--- src/rtl/writeback_stage.sv ---
// MEM/WB pipeline register and writeback stage: captures retiring instructions, waits for and
// extends load data, drives the register-file write port and counts retired instructions.
module writeback_stage #(
    parameter int XLEN      = 32,
    parameter int INSTRET_W = 64
) (
    input  logic                 i_clk,
    input  logic                 i_rst,
    input  logic                 i_mem_valid,
    output logic                 o_mem_ready,
    input  logic [4:0]           i_mem_rd,
    input  logic                 i_mem_reg_write,
    input  logic [1:0]           i_mem_wb_sel,
    input  logic [2:0]           i_mem_funct3,
    input  logic [1:0]           i_mem_addr_lo,
    input  logic [XLEN-1:0]      i_mem_alu_result,
    input  logic [XLEN-1:0]      i_mem_pc_plus4,
    input  logic [XLEN-1:0]      i_mem_csr_rdata,
    input  logic                 i_dmem_rvalid,
    input  logic [XLEN-1:0]      i_dmem_rdata,
    output logic [4:0]           o_rd,
    output logic [XLEN-1:0]      o_rd_din,
    output logic                 o_reg_write,
    output logic [INSTRET_W-1:0] o_instret
);

    // state    | meaning
    // EMPTY    | holds no instruction
    // WAIT_LD  | holds a load, waiting for data-memory response
    // COMMIT   | holds an instruction that writes back this cycle
    typedef enum logic [1:0] {
        ST_EMPTY   = 2'd0,
        ST_WAIT_LD = 2'd1,
        ST_COMMIT  = 2'd2
    } state_e;

    localparam logic [1:0] WB_ALU  = 2'b00;
    localparam logic [1:0] WB_LOAD = 2'b01;
    localparam logic [1:0] WB_PC4  = 2'b10;

    state_e                 state_q, state_d;
    logic [4:0]             rd_q, rd_d;
    logic                   reg_write_q, reg_write_d;
    logic [1:0]             wb_sel_q, wb_sel_d;
    logic [2:0]             funct3_q, funct3_d;
    logic [1:0]             addr_lo_q, addr_lo_d;
    logic [XLEN-1:0]        alu_result_q, alu_result_d;
    logic [XLEN-1:0]        pc_plus4_q, pc_plus4_d;
    logic [XLEN-1:0]        csr_rdata_q, csr_rdata_d;
    logic [XLEN-1:0]        load_data_q, load_data_d;
    logic [INSTRET_W-1:0]   instret_q, instret_d;

    logic                   capture;
    logic [7:0]             ld_byte;
    logic [15:0]            ld_half;
    logic [XLEN-1:0]        ld_ext;

    assign o_mem_ready = (state_q != ST_WAIT_LD);
    assign capture     = i_mem_valid && o_mem_ready;

    // Byte/half are picked with the captured address; addr_lo[0] is ignored for halves.
    always_comb begin
        ld_byte = 8'h00;
        case (addr_lo_q)
            2'd0:    ld_byte = i_dmem_rdata[7:0];
            2'd1:    ld_byte = i_dmem_rdata[15:8];
            2'd2:    ld_byte = i_dmem_rdata[23:16];
            default: ld_byte = i_dmem_rdata[31:24];
        endcase
        ld_half = addr_lo_q[1] ? i_dmem_rdata[31:16] : i_dmem_rdata[15:0];

        ld_ext = i_dmem_rdata;
        case (funct3_q)
            3'b000:  ld_ext = {{(XLEN-8){ld_byte[7]}}, ld_byte};
            3'b001:  ld_ext = {{(XLEN-16){ld_half[15]}}, ld_half};
            3'b100:  ld_ext = {{(XLEN-8){1'b0}}, ld_byte};
            3'b101:  ld_ext = {{(XLEN-16){1'b0}}, ld_half};
            default: ld_ext = i_dmem_rdata;
        endcase
    end

    always_comb begin
        state_d      = state_q;
        rd_d         = rd_q;
        reg_write_d  = reg_write_q;
        wb_sel_d     = wb_sel_q;
        funct3_d     = funct3_q;
        addr_lo_d    = addr_lo_q;
        alu_result_d = alu_result_q;
        pc_plus4_d   = pc_plus4_q;
        csr_rdata_d  = csr_rdata_q;
        load_data_d  = load_data_q;
        instret_d    = instret_q;

        if (state_q == ST_COMMIT) begin
            instret_d = instret_q + {{(INSTRET_W-1){1'b0}}, 1'b1};
        end

        case (state_q)
            ST_WAIT_LD: begin
                if (i_dmem_rvalid) begin
                    load_data_d = ld_ext;
                    state_d     = ST_COMMIT;
                end
            end
            default: begin
                if (capture) begin
                    rd_d         = i_mem_rd;
                    reg_write_d  = i_mem_reg_write;
                    wb_sel_d     = i_mem_wb_sel;
                    funct3_d     = i_mem_funct3;
                    addr_lo_d    = i_mem_addr_lo;
                    alu_result_d = i_mem_alu_result;
                    pc_plus4_d   = i_mem_pc_plus4;
                    csr_rdata_d  = i_mem_csr_rdata;
                    state_d      = (i_mem_wb_sel == WB_LOAD) ? ST_WAIT_LD : ST_COMMIT;
                end else begin
                    state_d = ST_EMPTY;
                end
            end
        endcase
    end

    always_ff @(posedge i_clk) begin
        if (i_rst) begin
            state_q      <= ST_EMPTY;
            rd_q         <= '0;
            reg_write_q  <= 1'b0;
            wb_sel_q     <= '0;
            funct3_q     <= '0;
            addr_lo_q    <= '0;
            alu_result_q <= '0;
            pc_plus4_q   <= '0;
            csr_rdata_q  <= '0;
            load_data_q  <= '0;
            instret_q    <= '0;
        end else begin
            state_q      <= state_d;
            rd_q         <= rd_d;
            reg_write_q  <= reg_write_d;
            wb_sel_q     <= wb_sel_d;
            funct3_q     <= funct3_d;
            addr_lo_q    <= addr_lo_d;
            alu_result_q <= alu_result_d;
            pc_plus4_q   <= pc_plus4_d;
            csr_rdata_q  <= csr_rdata_d;
            load_data_q  <= load_data_d;
            instret_q    <= instret_d;
        end
    end

    always_comb begin
        o_rd        = '0;
        o_rd_din    = '0;
        o_reg_write = 1'b0;
        if (state_q == ST_COMMIT) begin
            o_rd        = rd_q;
            o_reg_write = reg_write_q && (rd_q != 5'd0);
            case (wb_sel_q)
                WB_ALU:  o_rd_din = alu_result_q;
                WB_LOAD: o_rd_din = load_data_q;
                WB_PC4:  o_rd_din = pc_plus4_q;
                default: o_rd_din = csr_rdata_q;
            endcase
        end
    end

    assign o_instret = instret_q;

endmodule

--- config.mk ---
export PLATFORM = sky130hd
export DESIGN_NAME = writeback_stage
export DESIGN_NICKNAME = d
export VERILOG_FILES = /design/src/rtl/writeback_stage.sv
export SDC_FILE = /design/constraint.sdc
export NUM_CORES = 1
export LEC_CHECK = 0
export ABC_AREA = 1
export CORE_MARGIN = 2
export CORE_UTILIZATION = 50
export CTS_CLUSTER_SIZE = 10
export DETAILED_ROUTE_END_ITERATION = 8
export HOLD_SLACK_MARGIN = 0.08
export PLACE_DENSITY = 0.86
export SLEW_MARGIN = 10
export SYNTH_ARGS = -nofsm -noshare
export SYNTH_HDL_FRONTEND = slang
export SYNTH_SLANG_ARGS = --single-unit
--- constraint.sdc ---
create_clock -name i_clk -period 2.2 [get_ports i_clk]
set_input_delay 0.44 -clock i_clk [delete_from_list [all_inputs] [get_ports i_clk]]
set_output_delay 0.44 -clock i_clk [all_outputs]
set_load 0.005 [all_outputs]
==> metrics.txt <==
Die Span Y 149 um; fmax 0.379 GHz; unrepaired setup endpoints after global routing true; Arr. time, crit path 2.20 ns; Post-synth EDFFs 0; hpwl dp 25.8 mm; Critical Path RT 1.76 ns; Async SR Flop Fraction 0%; Setup crit start kind flop; number of H-tree levels 1; Yosys top cell by area dfxtp_1; WL/cell 17.9 um; maximum VDD drop 599 uV; Largest delay share family, worst path compound AO/OA/AOI/OAI gates; DRC 0; DRT Pass-1 Iters 7; Starting DRT DRC Count 1,316; CP bufs+invs 4; WS Path Type flop to output pin; sequential-to-total area share from yosys stat 39.7%; Clock Tree Buf Depth 3; Syn-to-layout area delta 38.7%; post-synth top area share 39.7%; Cell Chain, Critical Path buf_8, buf_4, o21ai_0, o211ai_1, o211ai_1, inv_1, buf_2; Crit-path slowest cell dfxtp_4; Syn Nets 1,738; Min Hold Slack 0.476 ns; CTS Buf Count 25; Mean Syn Cell Area 6.56 um2; count leader, synth nor2_1; first-pass GRT wire length 57.7 mm; Routability Congestion 0.986; slew of the pin with the lowest slew margin 0.736 ns; post-synth cell types 38; Initial Util 51.3%; Setup crit end kind output pin; status finished, violations left; PD cells 635 nW/um2; Synth Register Bits 207; Hold Violations, Final 0; Leak Pwr 6.11 nW; PortBufs 247; Top-Level Pins 248; min Tclk post-route 2.64 ns; GRT Util Overall 32.7%; Most used DFF post-synth dfxtp_1; warnings from Yosys 0; Syn Inst Count 1,592; relative slew slack 50.9%; Total Power 0.00920 W; Antenna Violating Nets Remaining 0; max-slew violation count 0; buffer type at the clock tree root clkbuf_16; clk sink count 207; max cap viols 0; Commonest cells post-synth nor2_1 (345), nand2_1 (290), dfxtp_1 (207); Slowest Stage Delay on Critical Path 0.37 ns; Layout Cells excl Fill 2,133; dpl ws -0.0336 ns; Final Skew 0.0137 ns; most area-consuming cells after synthesis dfxtp_1 (40%), nor2_1 (12%), nand2_1 (10%); Nets 1,998; Hold-fix buffers, CTS 0; largest net degree at the start of global routing 65; period utilization 120%; Die X 149 um; vias 12,100; worst min path class flop to flop; Setup Viol. Count Final 32; Total Wirelength 38.3 mm; CTS clk-pin slew, worst paths 0.05 ns; R2R Setup Slk 0.15 ns; die area 22,100 um2; clock latency on the worst-skew pair 0.53 ns; setup ws final -0.441 ns; share of layout cells above drive strength 1 11.6%; Std-Cell Rows 52; Via density 5.67; placed cell count 2,065; number of global-route vias before repair 11,300; CTS tree done; core area 20,400 um2; antenna violations before repair 5; crit-path max FO 5; total grt overflow 0; Final Util 71.1%; failing checks setup timing; FILL cells 1,590; CP dominant cell by count o211ai_1; Post-Syn Area 10,400 um2
==> flip-flops by register name, summed over array words and instances (netlist names) <==
| name | flops |
|---|---|
| pc_plus4_q | 32 |
| alu_result_q | 32 |
| reg_write_q | 1 |
| csr_rdata_q | 32 |
| state_q | 2 |
| wb_sel_q | 2 |
| addr_lo_q | 2 |
| o_instret | 64 |
| load_data_q | 32 |
| funct3_q | 3 |
| rd_q | 5 |
==> placed cells by master (no fill, tap or decap), types with 6 or more instances in the layout <==
master,count
nor2_2,9
buf_12,8
clkbuf_1,6
xor2_1,13
o21ai_0,180
nand2_4,10
clkbuf_16,25
nand2_1,267
a21oi_1,81
inv_2,10
inv_1,172
nand2_2,16
nand3_2,8
buf_2,32
o21ai_1,7
buf_4,38
nor2_1,342
nand4_1,24
dfxtp_1,203
clkdlybuf4s50_1,211
o21a_1,11
o2111ai_2,12
nand3_1,41
nor2_4,10
buf_6,12
o211ai_1,47
nor3_1,15
==> path summary, 6_finish.rpt <==
kind,endpoint,from,cells past startpoint
worst min-delay path,rd_q[4],rd_q[4],2
worst max register to register,o_instret[43],state_q[1],10
worst min register to register,rd_q[4],rd_q[4],2
worst max-delay path,o_rd_din[28],wb_sel_q[0],7
==> metrics by stage <==
step	TNS (ns)	instance area, um2
5_1_grt	-7.40	14500
6_report	-5.92	14500
3_3_place_gp	0	13300
3_5_place_dp	-0.0588	13300
2_1_floorplan	0	10400
4_1_cts	-2.70	14300
==> metal layers <==
layer	up-vias	track usage, %	routed length [um]
met4	0	13.7	1860
met3	159	7.42	4360
met5	-	0	0
li1	5646	-	-
met1	5496	41.1	14600
met2	799	54.1	17500
==> logic make-up after synthesis <==
logic type | Yosys count | share of synthesized area [%]
buffers and inverters | 263 | 9.60
and+or+nand+nor | 756 | 30.5
AOI/OAI and AO/OA | 349 | 18.8
adders and majority gates | 1 | 0.120
xor gates and xnor gates | 16 | 1.34
DFF | 207 | 39.7
==> what timing repair did <==
item	CTS	global route
gates resized for setup	174	44
gates cloned	6	1
pin swaps	18	13
buffers inserted	12	12
setup endpoints to repair	38	38
==> layout make-up <==
| type | count | area (um2) | area share [%] |
|---|---|---|---|
| multi-input cells | 1122 | 5540 | 38.2 |
| flip-flops and latches | 207 | 4160 | 28.7 |
| repair buffers | 313 | 3050 | 21.1 |
| inverters | 183 | 688 | 4.75 |
| clock buffers | 31 | 648 | 4.48 |
| well taps | 270 | 338 | 2.33 |
| clock inverters | 3 | 55.1 | 0.380 |
| diodes | 4 | 10.0 | 0.0691 |
==> report_power, final <==
| part | total [W] | switching [W] | internal [W] |
|---|---|---|---|
| Sequential | 0.00406 | 0.000131 | 0.00393 |
| Combinational | 0.00140 | 0.000751 | 0.000654 |
| Clock | 0.00373 | 0.00156 | 0.00217 |
==> worst register-to-register path, stage by stage (launching register included) <==
cell	delay, ns
dfxtp_4	0.38
inv_2	0.07
nor2_4	0.16
buf_12	0.22
nand2_1	0.13
nor2_4	0.15
nand3_2	0.15
nor2_4	0.20
nand2_1	0.12
nor3b_1	0.27
nor2_1	0.07
(Power assumes the default switching activity.)
